File: src/rtl/conv_pkg.sv
// Width and saturation helpers shared by the streaming KxK convolution engine.
package conv_pkg;

  typedef enum logic [1:0] {
    POST_PASS,
    POST_CLAMP_HI,
    POST_CLAMP_LO
  } post_e;

  function automatic int clog2(input int value);
    int width;
    width = 0;
    while ((1 << width) < value) width++;
    return width;
  endfunction

  // Index/pointer width that stays at least one bit for degenerate sizes.
  function automatic int addr_w(input int depth);
    return (clog2(depth) < 1) ? 1 : clog2(depth);
  endfunction

  function automatic int prod_w(input int data_w, input int coef_w);
    return data_w + coef_w + 1;
  endfunction

  function automatic int acc_w(input int data_w, input int coef_w, input int k);
    return data_w + coef_w + 1 + clog2(k * k);
  endfunction

  function automatic longint sat_max(input int out_w);
    return (longint'(1) <<< (out_w - 1)) - longint'(1);
  endfunction

  function automatic longint sat_min(input int out_w);
    return -(longint'(1) <<< (out_w - 1));
  endfunction

endpackage

File: src/rtl/conv2d_stream_line_buffer.sv
// Circular delay line of DEPTH enabled samples; the read port is a register
// prefetched from the slot that will be overwritten next.
module line_buffer
  import conv_pkg::*;
#(
  parameter int DATA_W = 8,
  parameter int DEPTH  = 31
) (
  input  logic              clk,
  input  logic              reset,
  input  logic              en,
  input  logic [DATA_W-1:0] din,
  output logic [DATA_W-1:0] dout
);

  localparam int PTR_W = addr_w(DEPTH);
  localparam logic [PTR_W-1:0] PTR_LAST = PTR_W'(DEPTH - 1);

  logic [DATA_W-1:0] mem [DEPTH];
  logic [PTR_W-1:0]  ptr_reg;
  logic [PTR_W-1:0]  ptr_next;
  logic [DATA_W-1:0] dout_reg;

  assign ptr_next = (ptr_reg == PTR_LAST) ? '0 : ptr_reg + 1'b1;

  always_ff @(posedge clk) begin
    if (en) mem[ptr_reg] <= din;
  end

  // A depth-1 line would read the slot being written, so bypass din then.
  always_ff @(posedge clk or negedge reset) begin
    if (!reset) begin
      ptr_reg  <= '0;
      dout_reg <= '0;
    end else if (en) begin
      ptr_reg  <= ptr_next;
      dout_reg <= (ptr_next == ptr_reg) ? din : mem[ptr_next];
    end
  end

  assign dout = dout_reg;

endmodule

File: src/rtl/conv2d_stream.sv
// Streaming KxK convolution: window/line buffers (S0), products (S1),
// adder tree (S2) and ReLU/saturation post-processing (S3).
module conv2d_stream
  import conv_pkg::*;
#(
  parameter int DATA_W = 8,
  parameter int COEF_W = 8,
  parameter int K      = 3,
  parameter int IMG_W  = 32,
  parameter int IMG_H  = 32,
  parameter int OUT_W  = 16
) (
  input  logic                       clk,
  input  logic                       reset,
  input  logic                       in_valid,
  input  logic [DATA_W-1:0]          pxl_in,
  input  logic                       coef_we,
  input  logic [addr_w(K*K)-1:0]     coef_addr,
  input  logic [COEF_W-1:0]          coef_data,
  input  logic                       relu_en,
  output logic                       out_valid,
  output logic [OUT_W-1:0]           pxl_out,
  output logic                       out_last,
  output logic                       sat_flag
);

  localparam int KK     = K * K;
  localparam int CA_W   = addr_w(KK);
  localparam int PROD_W = prod_w(DATA_W, COEF_W);
  localparam int ACC_W  = acc_w(DATA_W, COEF_W, K);
  localparam int COL_W  = addr_w(IMG_W);
  localparam int ROW_W  = addr_w(IMG_H);
  localparam longint SAT_MAX = sat_max(OUT_W);
  localparam longint SAT_MIN = sat_min(OUT_W);

  logic [COL_W-1:0] col_reg;
  logic [ROW_W-1:0] row_reg;
  logic             col_last;
  logic             row_last;
  logic             win_ok;

  assign col_last = (col_reg == COL_W'(IMG_W - 1));
  assign row_last = (row_reg == ROW_W'(IMG_H - 1));
  // Windows that would straddle a row wrap or reach above row 0 are dropped here.
  assign win_ok   = in_valid && (row_reg >= ROW_W'(K - 1)) && (col_reg >= COL_W'(K - 1));

  always_ff @(posedge clk or negedge reset) begin
    if (!reset) begin
      col_reg <= '0;
      row_reg <= '0;
    end else if (in_valid) begin
      if (col_last) begin
        col_reg <= '0;
        row_reg <= row_last ? '0 : row_reg + 1'b1;
      end else begin
        col_reg <= col_reg + 1'b1;
      end
    end
  end

  // ---------------- S0: window and line buffers ----------------
  logic [DATA_W-1:0] win_reg [K][K];
  logic [DATA_W-1:0] col_in  [K];
  logic [DATA_W-1:0] win_flat [KK];

  genvar gi;
  generate
    for (gi = 0; gi < K; gi++) begin : g_row
      if (gi == K - 1) begin : g_live
        assign col_in[gi] = pxl_in;
      end else begin : g_lb
        // Fed from the right-column tap of the row below, so total delay is one image row.
        line_buffer #(
          .DATA_W (DATA_W),
          .DEPTH  (IMG_W - 1)
        ) u_line_buffer (
          .clk   (clk),
          .reset (reset),
          .en    (in_valid),
          .din   (win_reg[gi+1][K-1]),
          .dout  (col_in[gi])
        );
      end
    end

    for (gi = 0; gi < KK; gi++) begin : g_flat
      assign win_flat[gi] = win_reg[gi / K][gi % K];
    end
  endgenerate

  always_ff @(posedge clk or negedge reset) begin
    if (!reset) begin
      for (int r = 0; r < K; r++) begin
        for (int c = 0; c < K; c++) win_reg[r][c] <= '0;
      end
    end else if (in_valid) begin
      for (int r = 0; r < K; r++) begin
        for (int c = 0; c < K - 1; c++) win_reg[r][c] <= win_reg[r][c+1];
        win_reg[r][K-1] <= col_in[r];
      end
    end
  end

  // ---------------- coefficient bank ----------------
  logic signed [COEF_W-1:0] coef_reg [KK];

  always_ff @(posedge clk or negedge reset) begin
    if (!reset) begin
      for (int i = 0; i < KK; i++) coef_reg[i] <= '0;
    end else begin
      for (int i = 0; i < KK; i++) begin
        if (coef_we && (coef_addr == CA_W'(i))) coef_reg[i] <= coef_data;
      end
    end
  end

  // ---------------- pipeline qualifiers ----------------
  logic s0_valid_reg, s1_valid_reg, s2_valid_reg;
  logic s0_last_reg,  s1_last_reg,  s2_last_reg;

  always_ff @(posedge clk or negedge reset) begin
    if (!reset) begin
      s0_valid_reg <= 1'b0;
      s1_valid_reg <= 1'b0;
      s2_valid_reg <= 1'b0;
      s0_last_reg  <= 1'b0;
      s1_last_reg  <= 1'b0;
      s2_last_reg  <= 1'b0;
    end else begin
      s0_valid_reg <= win_ok;
      s0_last_reg  <= win_ok && col_last && row_last;
      s1_valid_reg <= s0_valid_reg;
      s1_last_reg  <= s0_last_reg;
      s2_valid_reg <= s1_valid_reg;
      s2_last_reg  <= s1_last_reg;
    end
  end

  // ---------------- S1: products ----------------
  logic signed [PROD_W-1:0] prod_reg [KK];

  always_ff @(posedge clk or negedge reset) begin
    if (!reset) begin
      for (int i = 0; i < KK; i++) prod_reg[i] <= '0;
    end else begin
      for (int i = 0; i < KK; i++) begin
        prod_reg[i] <= PROD_W'($signed({1'b0, win_flat[i]})) * PROD_W'(coef_reg[i]);
      end
    end
  end

  // ---------------- S2: accumulate ----------------
  logic signed [ACC_W-1:0] sum;
  logic signed [ACC_W-1:0] acc_reg;
  logic                    relu_reg;

  always_comb begin
    sum = '0;
    for (int i = 0; i < KK; i++) sum = sum + ACC_W'(prod_reg[i]);
  end

  always_ff @(posedge clk or negedge reset) begin
    if (!reset) begin
      acc_reg  <= '0;
      relu_reg <= 1'b0;
    end else begin
      acc_reg  <= sum;
      relu_reg <= relu_en;
    end
  end

  // ---------------- S3: ReLU / saturate ----------------
  logic signed [63:0] acc_ext;
  logic signed [63:0] post_val;
  post_e              post_sel;
  logic [OUT_W-1:0]   post_out;

  always_comb begin
    acc_ext  = 64'(acc_reg);
    post_val = (relu_reg && (acc_ext < 0)) ? 64'sd0 : acc_ext;
    post_sel = POST_PASS;
    if (post_val > SAT_MAX)      post_sel = POST_CLAMP_HI;
    else if (post_val < SAT_MIN) post_sel = POST_CLAMP_LO;
    case (post_sel)
      POST_CLAMP_HI: post_out = OUT_W'(SAT_MAX);
      POST_CLAMP_LO: post_out = OUT_W'(SAT_MIN);
      default:       post_out = post_val[OUT_W-1:0];
    endcase
  end

  always_ff @(posedge clk or negedge reset) begin
    if (!reset) begin
      out_valid <= 1'b0;
      pxl_out   <= '0;
      out_last  <= 1'b0;
      sat_flag  <= 1'b0;
    end else begin
      out_valid <= s2_valid_reg;
      out_last  <= s2_valid_reg && s2_last_reg;
      sat_flag  <= s2_valid_reg && (post_sel != POST_PASS);
      if (s2_valid_reg) pxl_out <= post_out;
    end
  end

endmodule
File: config.mk
export PLATFORM = sky130hd
export DESIGN_NAME = conv2d_stream
export DESIGN_NICKNAME = d
export VERILOG_FILES = /design/src/rtl/conv_pkg.sv /design/src/rtl/conv2d_stream_line_buffer.sv /design/src/rtl/conv2d_stream.sv
export SDC_FILE = /design/constraint.sdc
export NUM_CORES = 2
export LEC_CHECK = 0
export CAP_MARGIN = 10
export CORE_MARGIN = 5
export CORE_UTILIZATION = 55
export DETAILED_ROUTE_END_ITERATION = 10
export PLACE_DENSITY = 0.71
export SYNTH_ARGS = -nofsm -noshare
export SYNTH_HDL_FRONTEND = slang
export SYNTH_SLANG_ARGS = --single-unit
File: constraint.sdc
create_clock -name clk -period 8.9 [get_ports clk]
set_input_delay 1.335 -clock clk [delete_from_list [all_inputs] [get_ports clk]]
set_output_delay 1.335 -clock clk [all_outputs]
set_load 0.01 [all_outputs]
* Word-level counts from Yosys, hierarchy flattened
Memory sizes are Yosys's and may differ from the RTL's. A register that Yosys moved wholly into a read port is not among the register bits. Index checks and enable logic that the tools add are counted.
Storage, ports and cells: bits in registers 364, latch bits 0, memory bits (writable) 496, bits in read-only memories 0, input bits 25, output and inout port bits 19, word-level logic and storage cells 116, memories 2
Cells by class: add/subtract/negate cells 12, multiply operators 9, div/mod/pow operators 0, magnitude comparators 5, equality and inequality tests 14, shifts and indexed selects 0, mux-type cells 10, bitwise gates (word level) 0, reduce and logical (&&, ||, !) cells 21
Memory list:
- g_row[0].g_lb.u_line_buffer.mem | depth 31, bits a word 8, read ports 1, clocked after memory_dff 1, wr ports 1, line conv2d_stream_line_buffer.sv:19 | logic [DATA_W-1:0] mem [DEPTH];
- g_row[1].g_lb.u_line_buffer.mem | depth 31, bits a word 8, read ports 1, clocked after memory_dff 1, wr ports 1, line conv2d_stream_line_buffer.sv:19
Operator list (count):
- $mul 9x8->17 | 9
- $add 21x17->21 | 4
- $gt 64x16->1 const B | 1
- $lt 64x16->1 const B | 1
- $mux 64 | 1
- $pmux 16 s2 | 1
- $add 20x17->21 | 1
- $lt 21x1->1 const B | 1
- $add 19x17->20 | 1
- $add 5x1->5 const B | 4
- $eq 5x5->1 const B | 4
- $mux 5 | 4
- $add 18x17->19 | 1
- $add 17x17->18 | 1
- $eq 4x3->1 const B | 4
- $logic_and 1x1->1 | 16
- $ge 5x2->1 const B | 2
- $eq 4x2->1 const B | 2
- $eq 4x1->1 const B | 1
- $eq 4x4->1 const B | 1
- $logic_not 4->1 | 1
- $mux 2 | 2
- $eq 2x1->1 const B | 1
- $eq 2x2->1 const B | 1
- 4 further kinds | 6

* Depth between registers and ports, before layout
depth after elaboration 8, gate-level depth with buffers 17, depth with buffers taken out 17

* Hierarchy
From an unflattened synthesis, not the netlist that was laid out.
Unflattened totals: cells, all modules 4823, area, all modules 56187.6 um^2
By module, submodules not included:
- conv2d_stream | times used 1, cells an instance 3379, area an instance 34809.6 um^2, sequential area each 8858.5 um^2
- line_buffer | times used 2, cells an instance 722, area an instance 10689.0 um^2, sequential area each 7772.5 um^2

* Worst setup path after synthesis
Ideal clock, no wire load.
path type reg2reg, from register win_reg (netlist bit win_flat[1]), to register prod_reg[16] (netlist bit), library setup time 0.134 ns, arrival time 4.581 ns, required time 8.766 ns, path slack 4.185 ns, stages on the path, launching flop included 17, buffers on the path 1, period minus slack after synthesis 4.715 ns, cell sequence dfrtp_1 > clkbuf_1 > nand2_1 > fa_1 > fa_1 > inv_1 > fa_1 > inv_1 > fa_1 > inv_1 > ha_1 > o21a_1 > o31a_1 > o21a_1 > o21a_1 > o41ai_1 > xnor2_1
Between the ends: cells in the longest elaborated chain, start to end 1
RTL lines:
- start: declaration | line conv2d_stream.sv:62 | logic [DATA_W-1:0] win_reg [K][K];
- start signal: indexed assignment | line conv2d_stream.sv:99 | win_reg[r][K-1] <= col_in[r];
- $mul 9x8->17 | line conv2d_stream.sv:147 | prod_reg[i] <= PROD_W'($signed({1'b0, win_flat[i]})) * PROD_W'(coef_reg[i]);
- end signal: indexed assignment | line conv2d_stream.sv:147
- end: declaration | line conv2d_stream.sv:140 | logic signed [PROD_W-1:0] prod_reg [KK];
No other way between the ends. A chain may end at the register's enable or synchronous reset.

* Worst setup path after layout
Ends and elaborated chain as after synthesis.

==> impl_metrics.prom <==
# TYPE chip_impl_metric gauge
chip_impl_metric{name="grt_antenna_before_repair",unit=""} 8
chip_impl_metric{name="tns",unit="ns"} 0
chip_impl_metric{name="numPortBuffers",unit=""} 43
chip_impl_metric{name="floorplan.initialDensity",unit=""} 0.554
chip_impl_metric{name="netlist_instances",unit=""} 4962
chip_impl_metric{name="cts-buffers-inserted",unit=""} 93
chip_impl_metric{name="die-height",unit="um"} 330
chip_impl_metric{name="largest_register_ffs",unit=""} 496
chip_impl_metric{name="area.growth.synth_to_final",unit="%"} 9.20
chip_impl_metric{name="ys_seq_area_frac",unit=""} 0.433
chip_impl_metric{name="overall_routing_resource_usage",unit=""} 0.244
chip_impl_info{name="netlist.top_cell.by_area",value="sky130_fd_sc_hd__edfxtp_1"} 1
chip_impl_info{name="cts_tree",value="done"} 1
chip_impl_metric{name="grt_pass1_vias",unit=""} 37000
chip_impl_metric{name="worst-r2r-setup-slack",unit="ns"} 3.62
chip_impl_metric{name="std_cell_rows",unit=""} 117
chip_impl_metric{name="ant_nets",unit=""} 0
chip_impl_metric{name="final_worst_clock_skew",unit="ns"} 0.0446
chip_impl_info{name="worst_r2r_startpoint",value="win_flat[1]"} 1
chip_impl_metric{name="drt-pass1-iter-count",unit=""} 5
chip_impl_metric{name="nNetsFinal",unit=""} 5894
chip_impl_metric{name="finalWorstPathRequiredPeriod",unit="ns"} 5.28
chip_impl_info{name="crit_type",value="flip-flop to flip-flop"} 1
chip_impl_info{name="synthFlopType",value="sky130_fd_sc_hd__edfxtp_1"} 1
chip_impl_metric{name="drv_cap",unit=""} 0
chip_impl_metric{name="die_area",unit="sq mm"} 0.109
chip_impl_metric{name="place.gp.congestion",unit=""} 0.866
chip_impl_info{name="synth_most_common_cell",value="sky130_fd_sc_hd__inv_1"} 1
chip_impl_metric{name="synthSimpleGateAreaFrac",unit=""} 0.121
chip_impl_metric{name="worst-slew-pin-transition",unit="ns"} 1.23
chip_impl_metric{name="worst_slack",unit="ns"} 3.62
chip_impl_metric{name="drt_first_iter_violations",unit=""} 2730
chip_impl_info{name="synth.cells.most_frequent",value="735 x sky130_fd_sc_hd__inv_1, 506 x sky130_fd_sc_hd__nand2_1, 496 x sky130_fd_sc_hd__edfxtp_1, 455 x sky130_fd_sc_hd__fa_1, 422 x sky130_fd_sc_hd__ha_1"} 1
chip_impl_info{name="setup.worst_path.end_class",value="flip-flop"} 1
chip_impl_metric{name="drc_errors",unit=""} 0
chip_impl_info{name="status",value="finished clean"} 1
chip_impl_metric{name="cts_resized",unit=""} 0
chip_impl_metric{name="path_clk_slew",unit="ns"} 0.06
chip_impl_info{name="synth_top_family_by_area",value="adder cells"} 1
chip_impl_info{name="grt_setup_unrepaired",value="no"} 1
chip_impl_metric{name="clk_latency",unit="ns"} 0.69
chip_impl_metric{name="critical_path_required",unit="ns"} 9.42
chip_impl_metric{name="synth.avg_cell_area",unit="sq um"} 11.3
chip_impl_metric{name="synthArstFlopShare",unit=""} 0.434
chip_impl_metric{name="floorplan.die.width",unit="um"} 330
chip_impl_metric{name="cts_max_level",unit=""} 3
chip_impl_metric{name="synth.top_cell.area_share",unit=""} 0.264
chip_impl_metric{name="post_synth_num_cell_types",unit=""} 67
chip_impl_metric{name="synth_fp_nets",unit=""} 5864
chip_impl_metric{name="synth_area",unit="sq mm"} 0.0563
chip_impl_metric{name="route.detailed.vias_per_inst",unit=""} 5.61
chip_impl_info{name="crit_start",value="win_flat[1]"} 1
chip_impl_metric{name="num_io_pins",unit=""} 44
chip_impl_info{name="worstHoldStart",value="s0_last_reg"} 1
chip_impl_metric{name="max_freq",unit="MHz"} 189
chip_impl_metric{name="finalHoldWorstSlack",unit="ns"} 0.346
chip_impl_metric{name="tritoncts_num_sinks",unit=""} 876
chip_impl_metric{name="area_fraction_in_compound_gates_after_synthesis",unit=""} 0.0683
chip_impl_metric{name="drive_above_1_share",unit=""} 0.0778
chip_impl_metric{name="vias",unit=""} 36100
chip_impl_metric{name="synth.ff_latch_count",unit=""} 876
chip_impl_metric{name="ys_warn_count",unit=""} 0
chip_impl_metric{name="setup-violations-final",unit=""} 0
chip_impl_info{name="clk_root_buffer_cell",value="sky130_fd_sc_hd__clkbuf_16"} 1
chip_impl_metric{name="grt_first_pass_wirelength",unit="um"} 207000
chip_impl_metric{name="fillers",unit=""} 8085
chip_impl_metric{name="muxShareOfSynthArea",unit=""} 0.0470
chip_impl_metric{name="synth_enable_flop_cells",unit=""} 496
chip_impl_metric{name="final_global_route_overflow_total",unit=""} 0
chip_impl_metric{name="ctsHoldBuffers",unit=""} 0
chip_impl_metric{name="detailedPlace.worstSlack",unit="ns"} 3.63
chip_impl_metric{name="synthAdderAreaFrac",unit=""} 0.256
chip_impl_info{name="synth.top_cells.by_area",value="sky130_fd_sc_hd__edfxtp_1 26%, sky130_fd_sc_hd__dfrtp_1 17%, sky130_fd_sc_hd__fa_1 16%"} 1
chip_impl_metric{name="design.core.area",unit="sq mm"} 0.102
chip_impl_metric{name="route.final.wire_length",unit="um"} 129000
chip_impl_metric{name="timing.final.hold_violations",unit=""} 0
chip_impl_metric{name="maxSlewViolCount",unit=""} 0
chip_impl_metric{name="critical_path_maximum_fanout",unit=""} 41
chip_impl_metric{name="dp.final_hpwl",unit="um"} 90900
chip_impl_metric{name="clock_path_buffers",unit=""} 3
chip_impl_info{name="holdCritPathClass",value="flip-flop to flip-flop"} 1
chip_impl_metric{name="synth_xor_xnor_area_share",unit=""} 0.0129
chip_impl_metric{name="grt_start_max_net_pins",unit=""} 158
chip_impl_metric{name="slew_headroom",unit=""} 0.175
chip_impl_metric{name="post_route_fraction_of_the_period_consumed_by_the_critical_path",unit=""} 0.593
chip_impl_metric{name="cts_post_setup_buffers_inserted",unit=""} 0
chip_impl_info{name="crit_path_start_kind",value="flip-flop"} 1
chip_impl_metric{name="wl_per_cell",unit="um"} 20.0
chip_impl_metric{name="critical_path_arrival",unit="ns"} 5.80
-- layout make-up --
cell class | count | area [sq um] | area share
sequential | 876 | 24400 | 0.397
clock inverter | 46 | 701 | 0.0114
antenna | 5 | 12.5 | 0.000203
multi-input combinational | 3183 | 28400 | 0.462
timing repair buffer | 103 | 926 | 0.0151
inverter | 735 | 2760 | 0.0449
tap | 1368 | 1710 | 0.0278
clock buffer | 124 | 2550 | 0.0415
-- worst paths after layout --
| check | to | depth (start not counted) |
|---|---|---|
| setup / recovery | prod_reg[16] | 16 |
| hold reg to reg | s1_last_reg | 0 |
| setup reg to reg | prod_reg[16] | 16 |
| min in group asynchronous | prod_reg[135] | 1 |
| hold / removal | s1_last_reg | 0 |
| max in group asynchronous | g_row[1].g_lb.u_line_buffer.ptr_reg[0] | 2 |
-- layer usage --
metal  up-vias  global-route usage  share of wire
met4         2              0.0727          0.032
met1     18100               0.348           0.44
met3       236              0.0441          0.069
li1      16700                   -              -
met2      1099               0.386           0.46
met5         -                   0       0.000070
-- cell families (layout without fill, tap and decap cells) --
logic type | after synthesis | in the layout
AND/OR/NAND/NOR | 1397 | 1397
buffers and inverters | 903 | 1008
adder cells (fa/ha/maj) | 877 | 877
flip-flops | 876 | 876
AO/OA/AOI/OAI | 582 | 582
multiplexers | 244 | 244
XOR/XNOR | 83 | 83
other | 0 | 5
-- through the flow --
step,util,cell area (sq um),instances
floorplan,-,56300,4962
finish,0.604,61500,6440
global placement,0.572,58200,6259
CTS,0.604,61400,6431
global route,0.604,61500,6436
detailed placement,0.572,58200,6261
-- placed cells by master, fill, tap and decap left out, drive strengths merged, types with 60 or more instances in the layout --
master    n
a21oi   161
nand2b   63
nor2    210
mux2i    81
buf      60
mux2    163
and2    307
dfrtp   380
clkbuf  126
nand3   163
ha      422
edfxtp  496
fa      455
nand2   508
inv     736
o21ai    88
xnor2    75
-- worst max-delay path, cell delays in order (launching register included) --
cell	delay [ns]
sky130_fd_sc_hd__dfrtp_1	1.13
sky130_fd_sc_hd__nor2_1	0.18
sky130_fd_sc_hd__fa_1	0.60
sky130_fd_sc_hd__inv_1	0.06
sky130_fd_sc_hd__fa_1	0.53
sky130_fd_sc_hd__inv_1	0.05
sky130_fd_sc_hd__fa_1	0.54
sky130_fd_sc_hd__inv_1	0.06
sky130_fd_sc_hd__fa_1	0.53
sky130_fd_sc_hd__inv_1	0.04
sky130_fd_sc_hd__ha_1	0.33
sky130_fd_sc_hd__o21a_1	0.12
sky130_fd_sc_hd__o31a_1	0.12
sky130_fd_sc_hd__o21a_1	0.18
sky130_fd_sc_hd__o21a_1	0.18
sky130_fd_sc_hd__o41ai_1	0.33
sky130_fd_sc_hd__xnor2_1	0.12
Power is not shown: default switching activity piles up to over one toggle a cycle in this logic, so the estimate is an artifact.
